$ cat src/rtl/unified_mem_arbiter.sv
// ---------------------------------------------------------------------------
// unified_mem_arbiter
//
// Shares one single-ported unified instruction/data SRAM between the IF stage
// (instruction fetch) and the MEM stage (LDR/STR). A granted access is
// latched, held on the SRAM pins for WAIT_CYCLES cycles, and completed with a
// one-cycle ready pulse to its owner. Read data is captured into a per-owner
// register that holds until the next capture. While any stage waits on its
// access, the combinational freeze output stalls every pipeline register.
//
// Optional feature (macro ARB_ROUND_ROBIN_EN):
//   defined   - IF/MEM conflicts go to whichever side was not granted last.
//   undefined - MEM always beats IF, so the older instruction drains first.
//
// Ports:
//   clk, rst                   clock (rising edge), synchronous active-high reset
//   if_req/if_addr             fetch request (level) and PC
//   if_rdata/if_ready          fetched instruction and its completion pulse
//   mem_rd_req/mem_wr_req      load/store requests (level); both set = store
//   mem_addr/mem_wdata         load/store address and store data
//   mem_rdata/mem_ready        load data and load/store completion pulse
//   ram_addr/ram_wdata         SRAM address and write data
//   ram_re/ram_we              SRAM read and write strobes
//   ram_rdata                  SRAM read data, valid on the last access cycle
//   freeze                     pipeline-wide stall
// ---------------------------------------------------------------------------
module unified_mem_arbiter #(
  parameter int ADDR_W      = 32,
  parameter int DATA_W      = 32,
  parameter int WAIT_CYCLES = 2    // legal range 1..15
) (
  input  logic              clk,
  input  logic              rst,
  input  logic              if_req,
  input  logic [ADDR_W-1:0] if_addr,
  output logic [DATA_W-1:0] if_rdata,
  output logic              if_ready,
  input  logic              mem_rd_req,
  input  logic              mem_wr_req,
  input  logic [ADDR_W-1:0] mem_addr,
  input  logic [DATA_W-1:0] mem_wdata,
  output logic [DATA_W-1:0] mem_rdata,
  output logic              mem_ready,
  output logic [ADDR_W-1:0] ram_addr,
  output logic [DATA_W-1:0] ram_wdata,
  output logic              ram_re,
  output logic              ram_we,
  input  logic [DATA_W-1:0] ram_rdata,
  output logic              freeze
);

  typedef enum logic [1:0] {
    S_IDLE,
    S_ACCESS,
    S_RESP
  } state_t;

  localparam logic [3:0] LAST_CNT = 4'(WAIT_CYCLES - 1);

  state_t            state_q, state_d;
  logic [3:0]        cnt_q, cnt_d;
  logic              own_if_q, own_if_d;     // 1: IF owns the access, 0: MEM
  logic              wr_q, wr_d;
  logic [ADDR_W-1:0] addr_q, addr_d;
  logic [DATA_W-1:0] wdata_q, wdata_d;
  logic [DATA_W-1:0] if_rdata_q, if_rdata_d;
  logic [DATA_W-1:0] mem_rdata_q, mem_rdata_d;

  logic mem_any;
  logic grant_if;

  assign mem_any = mem_rd_req | mem_wr_req;

`ifdef ARB_ROUND_ROBIN_EN
  logic last_if_q, last_if_d;                // 1: last grant went to IF
  // On a conflict the side that was not granted last wins.
  assign grant_if = if_req & (~mem_any | ~last_if_q);
`else
  assign grant_if = if_req & ~mem_any;
`endif

  // NOTE: every signal driven here gets a default first, so no path through
  // the case statement can leave a signal unassigned and infer a latch.
  always_comb begin
    state_d     = state_q;
    cnt_d       = cnt_q;
    own_if_d    = own_if_q;
    wr_d        = wr_q;
    addr_d      = addr_q;
    wdata_d     = wdata_q;
    if_rdata_d  = if_rdata_q;
    mem_rdata_d = mem_rdata_q;
`ifdef ARB_ROUND_ROBIN_EN
    last_if_d   = last_if_q;
`endif
    unique case (state_q)
      S_IDLE: begin
        if (if_req | mem_any) begin
          own_if_d = grant_if;
          addr_d   = grant_if ? if_addr : mem_addr;
          wdata_d  = grant_if ? '0 : mem_wdata;
          // A simultaneous load and store is treated as a store.
          wr_d     = ~grant_if & mem_wr_req;
          cnt_d    = '0;
          state_d  = S_ACCESS;
`ifdef ARB_ROUND_ROBIN_EN
          last_if_d = grant_if;
`endif
        end
      end
      S_ACCESS: begin
        cnt_d = cnt_q + 4'd1;
        if (cnt_q == LAST_CNT) begin
          if (!wr_q) begin
            if (own_if_q) if_rdata_d  = ram_rdata;
            else          mem_rdata_d = ram_rdata;
          end
          state_d = S_RESP;
        end
      end
      S_RESP:  state_d = S_IDLE;
      default: state_d = S_IDLE;
    endcase
  end

  // NOTE: sequential state uses non-blocking assignments only, so every
  // register samples the pre-edge values regardless of statement order.
  // NOTE: the reset is synchronous and clears the latched datapath as well,
  // so an aborted access leaves nothing on the SRAM pins or rdata outputs.
  always_ff @(posedge clk) begin
    if (rst) begin
      state_q     <= S_IDLE;
      cnt_q       <= '0;
      own_if_q    <= 1'b0;
      wr_q        <= 1'b0;
      addr_q      <= '0;
      wdata_q     <= '0;
      if_rdata_q  <= '0;
      mem_rdata_q <= '0;
`ifdef ARB_ROUND_ROBIN_EN
      last_if_q   <= 1'b1;
`endif
    end else begin
      state_q     <= state_d;
      cnt_q       <= cnt_d;
      own_if_q    <= own_if_d;
      wr_q        <= wr_d;
      addr_q      <= addr_d;
      wdata_q     <= wdata_d;
      if_rdata_q  <= if_rdata_d;
      mem_rdata_q <= mem_rdata_d;
`ifdef ARB_ROUND_ROBIN_EN
      last_if_q   <= last_if_d;
`endif
    end
  end

  // SRAM pins carry the latched access only while in ACCESS.
  assign ram_addr  = (state_q == S_ACCESS) ? addr_q  : '0;
  assign ram_wdata = (state_q == S_ACCESS) ? wdata_q : '0;
  assign ram_re    = (state_q == S_ACCESS) & ~wr_q;
  assign ram_we    = (state_q == S_ACCESS) &  wr_q;

  // A single owner bit makes the two ready pulses mutually exclusive.
  assign if_ready  = (state_q == S_RESP) &  own_if_q;
  assign mem_ready = (state_q == S_RESP) & ~own_if_q;
  assign if_rdata  = if_rdata_q;
  assign mem_rdata = mem_rdata_q;

  assign freeze = (if_req & ~if_ready) | (mem_any & ~mem_ready);

endmodule

$ cat config.mk
export PLATFORM = sky130hd
export DESIGN_NAME = unified_mem_arbiter
export DESIGN_NICKNAME = d
export VERILOG_FILES = /design/src/rtl/unified_mem_arbiter.sv
export SDC_FILE = /design/constraint.sdc
export NUM_CORES = 1
export LEC_CHECK = 0
export ABC_AREA = 1
export CORE_UTILIZATION = 47
export DETAILED_ROUTE_END_ITERATION = 8
export HOLD_SLACK_MARGIN = 0.12
export PLACE_DENSITY = 0.92
export SKIP_CTS_REPAIR_TIMING = 1
export SLEW_MARGIN = 20
export SYNTH_ARGS = -nofsm -noshare
export SYNTH_HDL_FRONTEND = slang
export SYNTH_SLANG_ARGS = --single-unit
$ cat constraint.sdc
create_clock -name clk -period 4.1 [get_ports clk]
set_input_delay 0.82 -clock clk [delete_from_list [all_inputs] [get_ports clk]]
set_output_delay 0.82 -clock clk [all_outputs]
set_load 0.03 [all_outputs]
==> results.json <==
{
  "synth_most_common_cell": "sky130_fd_sc_hd__nor2_1",
  "crit_path_max_fanout": 40,
  "grt_antenna_before_repair": 0,
  "finalWorstSetupSlack_ns": 0.743,
  "finalCritPeriodShare": 0.819,
  "hold_slack_ns": 0.463,
  "finalNetCount": 1347,
  "crit_cells": 4,
  "worst_hold_path_type": "reg -> reg",
  "initial_utilization": 0.484,
  "maxSlewHeadroom": 0.303,
  "end_kind": "output port",
  "netlist.area_leader.share": 0.423,
  "final_cells": 1401,
  "numPlacedInstances": 1369,
  "worst-endpoint-arrival_ns": 2.54,
  "drt.antenna.violating_nets": 0,
  "port_buffers": 265,
  "clock_path_buffers": 2,
  "overflow": 0,
  "timing.critical_path.required_ns": 3.28,
  "place_ws_ns": 0.810,
  "die_w_um": 119,
  "cts.htree.levels": 4,
  "cts.reportedPaths.clkPinSlew_ns": 0.06,
  "placeableCoreArea_sq_um": 13300,
  "proportion_of_register_bits_with_asynchronous_set_or_reset_after_synthesis": 0,
  "drt_pass1_iterations": 5,
  "worstReg2RegStart": "state_q[0]",
  "grt_setup_unrepaired": "false",
  "rd_place_congestion": 0.800,
  "vias": 6705,
  "area_growth_pct": 50.3,
  "timing_worst_slew_pin_value_ns": 1.04,
  "setup.worst_path.start_class": "flip-flop",
  "worstHoldPathCells": 2,
  "netlist_top_cells_area": "sky130_fd_sc_hd__dfxtp_1 42%, sky130_fd_sc_hd__nor2_1 14%, sky130_fd_sc_hd__nand2_1 14%",
  "setup.worst_path.class": "reg -> out",
  "initialDrtViolationCount": 488,
  "clk-insertion-delay-late_ns": 0.41,
  "finalSetupViolations": 0,
  "power_mw": 4.08,
  "yosys-top-cells-count": "240 x sky130_fd_sc_hd__nor2_1, 236 x sky130_fd_sc_hd__nand2_1, 142 x sky130_fd_sc_hd__inv_1, 136 x sky130_fd_sc_hd__dfxtp_1, 68 x sky130_fd_sc_hd__a21oi_1",
  "grt_start_max_net_pins": 66,
  "hold_viol": 0,
  "internal_reg_to_reg_setup_slack_ns": 2.07,
  "postSynthRegisterBits": 136,
  "yosys_warnings": 0,
  "worst_r2r_path_depth": 6,
  "slowest_stage": "sky130_fd_sc_hd__clkdlybuf4s50_1",
  "antenna_fix_cells": 0,
  "post_synth_num_cell_types": 26,
  "synth_area_leader_cell": "sky130_fd_sc_hd__dfxtp_1",
  "drt_drc_violations_left": 0,
  "critPathBufInv": 2,
  "drt-total-wl_um": 18200,
  "dpl-instance-area_sq_um": 8980,
  "cts-root-buf": "sky130_fd_sc_hd__clkbuf_16",
  "p_per_area_nw_per_um2": 422,
  "vias_in_the_first_global_route": 6211,
  "regToRegEndpoint": "addr_q[28]",
  "grt_use_total": 0.263,
  "grt_first_pass_wirelength_um": 29800,
  "die_height_um": 119,
  "synth_sequential_area_ratio": 0.423,
  "syn_inst": 985,
  "run_status": "completed",
  "hold_start": "wdata_q[15]",
  "crit_path_time_final_ns": 3.36,
  "cts.sink_count": 136,
  "syn_avg_cell_area_sq_um": 6.54,
  "vias_per_cell": 4.79,
  "final_cell_utilization_of_the_core": 0.728,
  "max_freq_ghz": 0.298,
  "worst_path_largest_cell_delay_ns": 0.72,
  "netlist_area_before_placement_sq_um": 6440,
  "tritoncts": "built",
  "fp.dieArea_sq_um": 14200,
  "boundary_pins": 266,
  "post_drt_wl_per_cell_um": 13.0,
  "timing.setup.tns_ns": 0,
  "cts_buffers": 17,
  "fin_worst_skew_ns": 0.00592,
  "timing.critical_path.max_delay_family": "buffers and inverters",
  "post_route_cells_drive_above_1_share": 0.0498,
  "finalMaxSlewViolations": 0,
  "rows": 42,
  "synth_flop_cell": "sky130_fd_sc_hd__dfxtp_1",
  "drv_cap": 0,
  "stdcell_area_sq_um": 9680,
  "post-dp-hpwl_um": 12200,
  "timing.critical_path.cells": "nand2_2 > buf_12 > nor2_1 > clkdlybuf4s50_1",
  "syn_nets": 1120,
  "whs_endpoint": "wdata_q[15]",
  "synth_edf_count": 0,
  "p_leak_nw": 4.22,
  "vdd_ir_drop_max_v": 0.000232
}
metal layers:
metal | GRT usage | up-vias | wire, um
met5 | 0 | - | 0
met4 | 0.127 | 0 | 597
met3 | 0.0785 | 42 | 1490
met2 | 0.444 | 266 | 8760
met1 | 0.303 | 2999 | 7380
li1 | - | 3398 | -
cell usage in the layout, fill, tap and decap left out, drive strengths merged:
| cell | Yosys | routed |
|---|---|---|
| clkdlybuf4s50 | 0 | 265 |
| nor2 | 244 | 244 |
| nand2 | 239 | 239 |
| inv | 142 | 142 |
| dfxtp | 136 | 136 |
| a21oi | 75 | 75 |
| nand3 | 44 | 44 |
| o21ai | 29 | 29 |
| clkbuf | 18 | 19 |
| nand3b | 7 | 7 |
| bufinv | 0 | 7 |
| buf | 43 | 4 |
| clkinvlp | 0 | 3 |
| clkinv | 0 | 3 |
| nor3 | 2 | 2 |
| o22ai | 2 | 2 |
| ha | 2 | 2 |
| nand4 | 1 | 1 |
| a211oi | 1 | 1 |
where the power goes:
group | internal [mW] | switching [mW] | total (mW) | leakage, nW
logic | 0.337 | 0.466 | 0.803 | 2.77
registers | 1.42 | 0.0516 | 1.47 | 1.11
clock network | 1.23 | 0.581 | 1.81 | 0.335
registers in the layout, indices dropped and copies added (netlist names):
signal	flops
mem_rdata	32
own_if_q	1
wr_q	1
if_rdata	32
wdata_q	32
state_q	2
addr_q	32
cnt_q	4
cells by family after synthesis:
| logic type | synth area share |
|---|---|
| AOI/OAI and AO/OA | 0.0880 |
| adders and majority gates | 0.00389 |
| buffers and inverters | 0.144 |
| DFF | 0.423 |
| and+or+nand+nor | 0.342 |
how the worst max path moves through the flow:
| stage | to | slack, ns | startpoint |
|---|---|---|---|
| CTS | ram_wdata[22] | 0.74 | state_q[0] |
| global placement | freeze | 0.84 | if_req |
| finish | ram_wdata[22] | 0.74 | state_q[0] |
| global route | ram_wdata[22] | 0.59 | state_q[0] |
| detailed placement | freeze | 0.81 | if_req |
| floorplan | freeze | 1.56 | own_if_q |
area by class of cell:
type / count / area (sq um)
Inverter: 142 / 533
Sequential cell: 136 / 2720
Tap cell: 176 / 220
Clock inverter: 13 / 248
Clock buffer: 19 / 453
Fill cell: 984 / 3620
Timing Repair Buffer: 269 / 2710
Multi-Input combinational cell: 646 / 2790
tightest hold or removal path, cell delays in order, from the launching register on:
cell and delay (ns):
sky130_fd_sc_hd__dfxtp_1 0.31, sky130_fd_sc_hd__nand2_1 0.06, sky130_fd_sc_hd__a21oi_1 0.05
Power figures use the tool's default switching activity.
